==> src/rtl/adder_issue_queue_if.sv <==
// Bundle of the producer-side handshake, the adder-side issue port and the
// queue's status outputs. The queue connects through the slave modport; the
// driving environment (producer + adder) connects through the master modport.
//
// Handshake: the producer holds s_in1/s_in2 stable with s_valid high until a
// rising edge where s_ready is also high; that edge transfers one pair.
// s_ready never depends on s_valid. m_ivalid is a one-cycle issue pulse with
// m_in1/m_in2 valid in the same cycle; the adder has no ready on this side.
interface adder_issue_queue_if #(
    parameter int DWIDTH = 8,
    parameter int DEPTH  = 4
);
    localparam int LW = $clog2(DEPTH) + 1;

    logic [DWIDTH-1:0] s_in1;
    logic [DWIDTH-1:0] s_in2;
    logic              s_valid;
    logic              s_ready;

    logic [DWIDTH-1:0] m_in1;
    logic [DWIDTH-1:0] m_in2;
    logic              m_ivalid;
    logic              adder_busy;
    logic              adder_ovalid;

    logic [LW-1:0]     level;
    logic              idle;
    logic              err;
    logic [1:0]        dbg_state;

    modport master (
        output s_in1, s_in2, s_valid, adder_busy, adder_ovalid,
        input  s_ready, m_in1, m_in2, m_ivalid, level, idle, err, dbg_state
    );

    modport slave (
        input  s_in1, s_in2, s_valid, adder_busy, adder_ovalid,
        output s_ready, m_in1, m_in2, m_ivalid, level, idle, err, dbg_state
    );
endinterface

==> src/rtl/adder_issue_queue.sv <==
// adder_issue_queue: operand FIFO in front of the adder wrapper. Pairs are
// issued one at a time as a registered ivalid pulse, throttled by the adder's
// busy plus a settle cycle, or back-to-back when PIPELINED. Outstanding
// operations are counted against ovalid to derive idle and a sticky err.
module adder_issue_queue #(
    parameter int DWIDTH    = 8,
    parameter int DEPTH     = 4,
    parameter bit PIPELINED = 1'b0
) (
    input logic                clk,
    input logic                rst,
    adder_issue_queue_if.slave bus
);
    localparam int AW = $clog2(DEPTH);
    localparam int LW = AW + 1;
    localparam int OW = AW + 4;
    localparam logic [LW-1:0] FULL_LEVEL = LW'(DEPTH);
    localparam logic [OW-1:0] OUT_MAX    = '1;

    typedef enum logic [1:0] {
        ST_IDLE   = 2'd0,
        ST_ISSUE  = 2'd1,
        ST_SETTLE = 2'd2
    } state_t;

    state_t            state_q;
    logic [DWIDTH-1:0] mem1_q [DEPTH];
    logic [DWIDTH-1:0] mem2_q [DEPTH];
    logic [AW-1:0]     wr_ptr_q, wr_ptr_d;
    logic [AW-1:0]     rd_ptr_q, rd_ptr_d;
    logic [LW-1:0]     level_q, level_d;
    logic [OW-1:0]     outst_q, outst_d;
    logic              err_q, err_d;
    logic [DWIDTH-1:0] m_in1_q, m_in2_q;
    logic              m_ivalid_q;
    logic              push;
    logic              pop;

    // Accept only on the registered count; a same-cycle pop is not looked at.
    assign push = bus.s_valid && (level_q != FULL_LEVEL);

    // Decide whether the head is issued at the coming edge.
    always_comb begin
        pop = 1'b0;
        unique case (state_q)
            ST_IDLE:   pop = (level_q != '0) && (PIPELINED || !bus.adder_busy);
            ST_ISSUE:  pop = PIPELINED && (level_q != '0);
            ST_SETTLE: pop = 1'b0;
            default:   pop = 1'b0;
        endcase
    end

    // FIFO pointer and occupancy next-state; pointers wrap naturally (DEPTH is 2^n).
    always_comb begin
        wr_ptr_d = push ? wr_ptr_q + AW'(1) : wr_ptr_q;
        rd_ptr_d = pop  ? rd_ptr_q + AW'(1) : rd_ptr_q;
        level_d  = level_q;
        unique case ({push, pop})
            2'b10:   level_d = level_q + LW'(1);
            2'b01:   level_d = level_q - LW'(1);
            default: level_d = level_q;
        endcase
    end

    // Outstanding count: issue increments, completion decrements, saturating;
    // a completion with nothing outstanding latches err instead.
    always_comb begin
        outst_d = outst_q;
        err_d   = err_q;
        unique case ({m_ivalid_q, bus.adder_ovalid})
            2'b10: begin
                if (outst_q != OUT_MAX) outst_d = outst_q + OW'(1);
            end
            2'b01: begin
                if (outst_q == '0) err_d = 1'b1;
                else               outst_d = outst_q - OW'(1);
            end
            default: outst_d = outst_q;
        endcase
    end

    // Storage array; contents need no reset because level gates every read.
    always_ff @(posedge clk) begin
        if (push) begin
            mem1_q[wr_ptr_q] <= bus.s_in1;
            mem2_q[wr_ptr_q] <= bus.s_in2;
        end
    end

    // FIFO pointers, occupancy, outstanding counter and sticky error.
    always_ff @(posedge clk) begin
        if (rst) begin
            wr_ptr_q <= '0;
            rd_ptr_q <= '0;
            level_q  <= '0;
            outst_q  <= '0;
            err_q    <= 1'b0;
        end else begin
            wr_ptr_q <= wr_ptr_d;
            rd_ptr_q <= rd_ptr_d;
            level_q  <= level_d;
            outst_q  <= outst_d;
            err_q    <= err_d;
        end
    end

    // Issue FSM with registered operand and ivalid outputs.
    always_ff @(posedge clk) begin
        if (rst) begin
            state_q    <= ST_IDLE;
            m_in1_q    <= '0;
            m_in2_q    <= '0;
            m_ivalid_q <= 1'b0;
        end else begin
            m_ivalid_q <= pop;
            if (pop) begin
                m_in1_q <= mem1_q[rd_ptr_q];
                m_in2_q <= mem2_q[rd_ptr_q];
            end
            unique case (state_q)
                ST_IDLE: begin
                    if (pop) state_q <= ST_ISSUE;
                end
                ST_ISSUE: begin
                    if (PIPELINED) state_q <= pop ? ST_ISSUE : ST_IDLE;
                    else           state_q <= ST_SETTLE;
                end
                ST_SETTLE: state_q <= ST_IDLE;
                default:   state_q <= ST_IDLE;
            endcase
        end
    end

    assign bus.s_ready   = (level_q != FULL_LEVEL);
    assign bus.m_in1     = m_in1_q;
    assign bus.m_in2     = m_in2_q;
    assign bus.m_ivalid  = m_ivalid_q;
    assign bus.level     = level_q;
    assign bus.idle      = (level_q == '0) && (outst_q == '0) && (state_q == ST_IDLE);
    assign bus.err       = err_q;
    assign bus.dbg_state = state_q;
endmodule
==> src/flat_wrapper.sv <==
// flat-port wrapper written by rule: the top's interface ports become plain ports
module adder_issue_queue_flat 
#(
    parameter int DWIDTH    = 8,
    parameter int DEPTH     = 4,
    parameter bit PIPELINED = 1'b0
)
  (clk, rst, bus_s_in1, bus_s_in2, bus_s_valid, bus_adder_busy, bus_adder_ovalid, bus_s_ready, bus_m_in1, bus_m_in2, bus_m_ivalid, bus_level, bus_idle, bus_err, bus_dbg_state);
  adder_issue_queue_if #(.DWIDTH(DWIDTH), .DEPTH(DEPTH)) bus_i ();
  input logic clk;
  input logic rst;
  input wire logic [$bits(bus_i.s_in1)-1:0] bus_s_in1;
  input wire logic [$bits(bus_i.s_in2)-1:0] bus_s_in2;
  input wire logic [$bits(bus_i.s_valid)-1:0] bus_s_valid;
  input wire logic [$bits(bus_i.adder_busy)-1:0] bus_adder_busy;
  input wire logic [$bits(bus_i.adder_ovalid)-1:0] bus_adder_ovalid;
  output wire logic [$bits(bus_i.s_ready)-1:0] bus_s_ready;
  output wire logic [$bits(bus_i.m_in1)-1:0] bus_m_in1;
  output wire logic [$bits(bus_i.m_in2)-1:0] bus_m_in2;
  output wire logic [$bits(bus_i.m_ivalid)-1:0] bus_m_ivalid;
  output wire logic [$bits(bus_i.level)-1:0] bus_level;
  output wire logic [$bits(bus_i.idle)-1:0] bus_idle;
  output wire logic [$bits(bus_i.err)-1:0] bus_err;
  output wire logic [$bits(bus_i.dbg_state)-1:0] bus_dbg_state;
  assign bus_i.s_in1 = bus_s_in1;
  assign bus_i.s_in2 = bus_s_in2;
  assign bus_i.s_valid = bus_s_valid;
  assign bus_i.adder_busy = bus_adder_busy;
  assign bus_i.adder_ovalid = bus_adder_ovalid;
  assign bus_s_ready = bus_i.s_ready;
  assign bus_m_in1 = bus_i.m_in1;
  assign bus_m_in2 = bus_i.m_in2;
  assign bus_m_ivalid = bus_i.m_ivalid;
  assign bus_level = bus_i.level;
  assign bus_idle = bus_i.idle;
  assign bus_err = bus_i.err;
  assign bus_dbg_state = bus_i.dbg_state;
  adder_issue_queue #(.DWIDTH(DWIDTH), .DEPTH(DEPTH), .PIPELINED(PIPELINED)) u_core (.clk(clk), .rst(rst), .bus(bus_i));
endmodule
==> config.mk <==
export PLATFORM = sky130hd
export DESIGN_NAME = adder_issue_queue_flat
export DESIGN_NICKNAME = d
export VERILOG_FILES = /design/src/rtl/adder_issue_queue_if.sv /design/src/rtl/adder_issue_queue.sv /design/src/flat_wrapper.sv
export SDC_FILE = /design/constraint.sdc
export NUM_CORES = 1
export LEC_CHECK = 0
export ABC_AREA = 1
export ABC_CLOCK_PERIOD_IN_PS = 2200
export CORE_MARGIN = 2
export CORE_UTILIZATION = 50
export DETAILED_ROUTE_END_ITERATION = 10
export GPL_TIMING_DRIVEN = 0
export PLACE_DENSITY = 0.84
export SYNTH_ARGS = -nofsm -noshare
export SYNTH_HDL_FRONTEND = slang
export SYNTH_SLANG_ARGS = --single-unit
==> constraint.sdc <==
create_clock -name clk -period 2.2 [get_ports clk]
set_input_delay 0.33 -clock clk [delete_from_list [all_inputs] [get_ports clk]]
set_output_delay 0.33 -clock clk [all_outputs]
set_load 0.1 [all_outputs]
==> flow_summary.json, run 1 <==
{
  "outcome": "completed",
  "synth_edf_count": 64,
  "yosysTopAreaCellShare": 0.484,
  "syn_nets": 413,
  "synth_cell_types": 26,
  "routedWlPerCell_um": 15.4,
  "via_count": 2958,
  "path_delay_family": "buffers and inverters",
  "drcViolationCount": 0,
  "chipHeight_um": 93.1,
  "path_max_fanout": 2,
  "worst_slew_pin_slew_ns": 0.972,
  "nets": 472,
  "synth-seq-area-share": 0.651,
  "clk_pin_slew_ns": 0.10,
  "syn2layout_area_growth_pct": 21.6,
  "cts_buffers": 9,
  "relSlewSlack": 0.351,
  "ys.flop_type": "edfxtp_1",
  "grt_pass1_wl_um": 13600,
  "cts.sinks": 97,
  "total_power_mw": 6.54,
  "grt_usage": 0.206,
  "place.port_buffers": 45,
  "dpl_worst_slack_ns": -0.584,
  "drv_cap": 0,
  "syn_avg_cell_area_um2": 10.4,
  "cp.required_ns": 1.87,
  "drt.antenna.violating_nets": 0,
  "ys_seq_elements": 97,
  "grt_pass1_vias": 2809,
  "grt_start_max_net_pins": 20,
  "drt_wl_total_um": 8430,
  "synth_common_cells": "84 x nor2_1, 64 x edfxtp_1, 48 x o21ai_0",
  "tritoncts": "yes",
  "drive_gt1_frac": 0.101,
  "cts_root_buffer": "clkbuf_8",
  "clk_latency_ns": 0.36,
  "drt-initial-drc-count": 199,
  "period_needed_ns": 2.16,
  "crit_path_max_incr_delay_ns": 1.13,
  "period_share": 0.983,
  "synth_top_area_cell": "edfxtp_1",
  "yosysMostFrequentCell": "nor2_1",
  "final_max_slew_viol_count": 0,
  "start_kind": "flip-flop",
  "nFillCells": 606,
  "ys_warn_count": 0,
  "worstSetupPathType": "reg2out",
  "slowest_stage": "clkdlybuf4s50_1",
  "finalWeightedCongestion": 0.812,
  "hold_path_class": "reg2reg",
  "dieArea_um2": 8660,
  "gr-total-overflow": 0,
  "vdd_drop_max_v": 0.00103,
  "viasPerCell": 5.40,
  "antenna_found_initial": 0,
  "fmax_ghz": 0.463,
  "dpl_cell_area_um2": 4590,
  "power_density_nw_per_um2": 1360,
  "n_antenna_cell": 0,
  "die_w_um": 93.1,
  "synthTopCellsByArea": "edfxtp_1 48%, dfxtp_1 17%, nor2_1 7.9%",
  "dr.pass1.iters": 5,
  "coreArea_um2": 7730,
  "std_cell_rows": 32,
  "setup_viol_count_final": 0,
  "setup_ws_ns": 0.0382,
  "htreeDepth": 3,
  "async_reset_ff_frac": 0,
  "cp.buffers_inverters": 1,
  "cp_data_arrival_time_ns": 1.83,
  "cts_buffer_depth": 2,
  "finalClockSkew_ns": 0.0115,
  "synth_area_um2": 3970,
  "initial_core_util": 0.513,
  "stdcell_area_um2": 4820,
  "rsz0062_at_grt": "true",
  "cp_cell_sequence": "clkdlybuf4s50_1",
  "final-hold-violation-count": 0,
  "place_hpwl_um": 5490,
  "syn_inst": 382,
  "endpoint_kind": "primary output",
  "num_io_pins": 46,
  "p_leak_nw": 2.02
}
==> placed cells by master (no fill, tap or decap), drive strengths merged, types with 2 or more instances in the layout <==
| cell type | count |
|---|---|
| dlygate4sd2 | 11 |
| inv | 35 |
| clkdlybuf4s50 | 21 |
| dfxtp | 33 |
| nor2 | 85 |
| nand3 | 9 |
| dlymetal6s2s | 12 |
| nand4 | 5 |
| clkinv | 3 |
| ha | 9 |
| nand2 | 32 |
| a31oi | 16 |
| buf | 13 |
| edfxtp | 64 |
| nor3 | 2 |
| o21ai | 60 |
| clkbuf | 16 |
| a21oi | 14 |
==> cells by family (layout without fill, tap and decap cells) <==
group	Yosys count	count (layout)	synth area share
AND/OR/NAND/NOR	134	134	0.138
flip-flops	97	97	0.651
AO/OA/AOI/OAI	92	92	0.122
buffers and inverters	47	111	0.0511
adder cells (fa/ha/maj)	10	10	0.0334
XOR/XNOR	2	2	0.00442
==> flip-flops by register name (all words and copies together), names as in the netlist <==
signal and cells:
u_core.wr_ptr_q 2, u_core.mem2_q 32, u_core.mem1_q 32, u_core.bus.dbg_state 2, u_core.bus.m_in1 8, u_core.rd_ptr_q 2
u_core.bus.m_in2 8, u_core.bus.level 3, u_core.outst_q 6, u_core.bus.m_ivalid 1, u_core.bus.err 1
==> where the power goes <==
part | switching [mW] | leakage [nW] | internal [mW]
Combinational | 2.21 | 1.06 | 0.725
Clock | 0.668 | 0.101 | 0.447
Sequential | 0.208 | 0.862 | 2.28
==> routing by layer <==
layer	vias to the layer above	share of wire	track usage
li1	1431	-	-
met1	1404	0.43	0.264
met2	112	0.49	0.345
met3	11	0.064	0.0467
met4	0	0.012	0.0699
met5	-	0	0.0321
==> worst paths after layout <==
kind / cells after the start / to / from / slack, ns
max reg2reg: 10 / u_core.bus.level[2] / u_core.bus.dbg_state[1] / 0.11
min: 1 / u_core.bus.dbg_state[1] / u_core.bus.dbg_state[1] / 0.42
max: 1 / bus_m_in1[1] / u_core.bus.m_in1[1] / 0.04
min reg2reg: 1 / u_core.bus.dbg_state[1] / u_core.bus.dbg_state[1] / 0.42
==> through the flow <==
| stage | setup TNS [ns] | std cells | utilization | hold WS [ns] |
|---|---|---|---|---|
| 6_report | 0 | 548 | 0.624 | 0.418 |
| 5_1_grt | -0.0351 | 548 | 0.624 | 0.441 |
| 3_3_place_gp | -1.74 | 529 | 0.593 | 0.398 |
| 3_5_place_dp | -3.52 | 529 | 0.593 | 0.412 |
| 4_1_cts | -0.0101 | 546 | 0.619 | 0.427 |
| 2_1_floorplan | -0.226 | 382 | - | 0.395 |
==> final cells by class <==
class | count | area [µm²] | share of cell area
clock inverter | 7 | 70.1 | 0.0145
multi-input combinational | 238 | 1210 | 0.251
buffer | 16 | 92.6 | 0.0192
inverter | 31 | 116 | 0.0241
timing repair buffer | 48 | 484 | 0.100
tap | 102 | 128 | 0.0265
sequential | 97 | 2600 | 0.538
clock buffer | 9 | 124 | 0.0257
==> what timing repair did <==
item                       CTS  global route
hold buffers                 0             0
pin swaps                    1             2
setup buffers                1             2
gates resized for setup     19            14
setup endpoints to repair   14            13
Power figures use the tool's default switching activity.
==> run 2, diff against run 1 <==
Settings changed: SLEW_MARGIN set to 0.
==> results of run 2 <==
The final DEF is identical to that of run 1; final timing and power are the same.
==> run 3, diff against run 2 <==
Settings changed: CORE_UTILIZATION 50 to 29, PLACE_DENSITY 0.84 to 0.57, SKIP_CTS_REPAIR_TIMING set to 1.
==> run 3 against run 2 <==
Routed wire length up 8.4%. Sequential power hardly changed. Register-to-register slack improved by 0.03 ns. Count of clock-buffer cells in the layout rose by 2.
==> flow_summary.json, run 3 (synthesis results as in run 1) <==
{
  "cp.required_ns": 1.87,
  "cts.sinks": 97,
  "setup_viol_count_final": 0,
  "cp_data_arrival_time_ns": 1.83,
  "drt-initial-drc-count": 146,
  "worst_slew_pin_slew_ns": 1.08,
  "layout_common_cells": "79 x nor2_1, 64 x edfxtp_1, 46 x o21ai_0, 35 x clkdlybuf4s50_1, 32 x nand2_1",
  "via_count": 2916,
  "grt_usage": 0.132,
  "rsz0062_at_grt": "false",
  "die_w_um": 121,
  "period_needed_ns": 2.16,
  "p_leak_nw": 1.95,
  "path_max_fanout": 2,
  "reg2reg_slack_ns": 0.14,
  "slowest_stage": "clkdlybuf4s50_1",
  "relSlewSlack": 0.280,
  "outcome": "completed",
  "biggestRegsByFlops": "u_core.mem1_q x32, u_core.mem2_q x32",
  "final-hold-violation-count": 0,
  "n_antenna_cell": 0,
  "cts_root_buffer": "clkbuf_16",
  "viasPerCell": 4.70,
  "nFillCells": 1309,
  "clk_latency_ns": 0.34,
  "std_cell_rows": 42,
  "vdd_drop_max_v": 0.000436,
  "grt_start_max_net_pins": 17,
  "finalWeightedCongestion": 0.828,
  "worstSetupPathType": "reg2out",
  "dr.pass1.iters": 5,
  "clk_pin_slew_ns": 0.06,
  "r2r_start": "u_core.bus.dbg_state[1]",
  "r2r-end": "u_core.bus.level[2]",
  "place.port_buffers": 45,
  "ff2ff_path_depth": 10,
  "grt_pass1_wl_um": 14600,
  "worstHoldPathCells": 1,
  "final_max_slew_viol_count": 0,
  "cts_buffers": 9,
  "drt.antenna.violating_nets": 0,
  "gr-total-overflow": 0,
  "stdcell_area_um2": 4990,
  "grt_pass1_vias": 2780,
  "fmax_ghz": 0.463,
  "endpoint_kind": "primary output",
  "start_kind": "flip-flop",
  "nets": 471,
  "drive_gt1_frac": 0.0944,
  "total_power_mw": 6.92,
  "chipHeight_um": 121,
  "drv_cap": 0,
  "path_delay_family": "buffers and inverters",
  "syn2layout_area_growth_pct": 25.9,
  "place_hpwl_um": 5940,
  "coreArea_um2": 13300,
  "crit_path_max_incr_delay_ns": 1.14,
  "initial_core_util": 0.298,
  "dpl_cell_area_um2": 4680,
  "min-delay-start": "u_core.bus.dbg_state[1]",
  "layout_commonest_cell": "nor2_1",
  "period_share": 0.982,
  "power_density_nw_per_um2": 1390,
  "tritoncts": "yes",
  "whs_endpoint": "u_core.bus.dbg_state[1]",
  "dieArea_um2": 14600,
  "finalClockSkew_ns": 0.00619,
  "cp.buffers_inverters": 1,
  "cp_cell_sequence": "clkdlybuf4s50_1",
  "cts_buffer_depth": 2,
  "num_io_pins": 46,
  "routedWlPerCell_um": 14.7,
  "hold_path_class": "reg2reg",
  "drt_wl_total_um": 9140,
  "drcViolationCount": 0,
  "htreeDepth": 3,
  "antenna_found_initial": 0
}
-- run 3: cell types whose count changed in the layout (fill, tap and decap cells not counted), moves of 2 or more --
| cell | change |
|---|---|
| dlygate4sd2_1 | -11 |
| clkbuf_16 | +9 |
| dlymetal6s2s_1 | -3 |
| clkbuf_1 | +2 |
| clkbuf_8 | -9 |
| inv_8 | -2 |
| clkdlybuf4s50_1 | +14 |
| clkinv_4 | +2 |
-- run 3: power breakdown --
part | total, mW | switching [mW] | internal, mW | leakage [nW]
Clock | 1.44 | 0.661 | 0.777 | 0.134
Sequential | 2.49 | 0.204 | 2.29 | 0.862
Combinational | 3.00 | 2.23 | 0.766 | 0.950
-- run 3: cell type report --
type	count	area [µm²]	area share
Tap cell	176	220	0.0441
Multi-Input combinational cell	238	1210	0.242
Timing Repair Buffer	47	485	0.0972
Sequential cell	97	2600	0.520
Clock inverter	5	40.0	0.00802
Clock buffer	11	233	0.0466
Inverter	31	116	0.0233
Buffer	16	92.6	0.0185
-- run 3: per-layer routing --
metal,global-route usage,up-vias,part of all wire
met4,0.0538,0,0.019
met2,0.224,74,0.48
met3,0.0221,13,0.046
li1,-,1433,-
met5,0,-,0
met1,0.167,1396,0.45
-- run 3: worst max path at each step --
stage	from	endpoint	cells after the start
5_1_grt	u_core.bus.level[1]	u_core.mem2_q[3][4]	4
4_1_cts	u_core.bus.level[0]	bus_idle	4
3_3_place_gp	bus_adder_busy	u_core.bus.level[2]	10
3_5_place_dp	bus_adder_busy	u_core.bus.level[2]	10
6_report	u_core.bus.m_in2[6]	bus_m_in2[6]	1
2_1_floorplan	u_core.bus.dbg_state[1]	u_core.bus.level[2]	10
-- run 3: worst reg2reg max path, cell delays in order, from the launching register on --
cell and delay [ns]:
dfxtp_2 0.32, or2_4 0.26, nor3_4 0.29, buf_6 0.15, ha_1 0.13, inv_1 0.07
fa_2 0.34, a21oi_1 0.14, o21ai_1 0.09, o21ai_1 0.12, a21oi_1 0.05
-- run 3: metrics by stage --
step	std cells	utilization	TNS, ns	hold slack (ns)	setup WS (ns)
floorplan	382	-	-0.226	0.395	-0.226
global placement	603	0.352	-6.99	0.399	-0.547
detailed placement	603	0.352	-9.08	0.402	-0.587
CTS	619	0.372	-1.28	0.411	-0.699
global route	621	0.376	0	0.429	0.00695
finish	621	0.376	0	0.409	0.0404
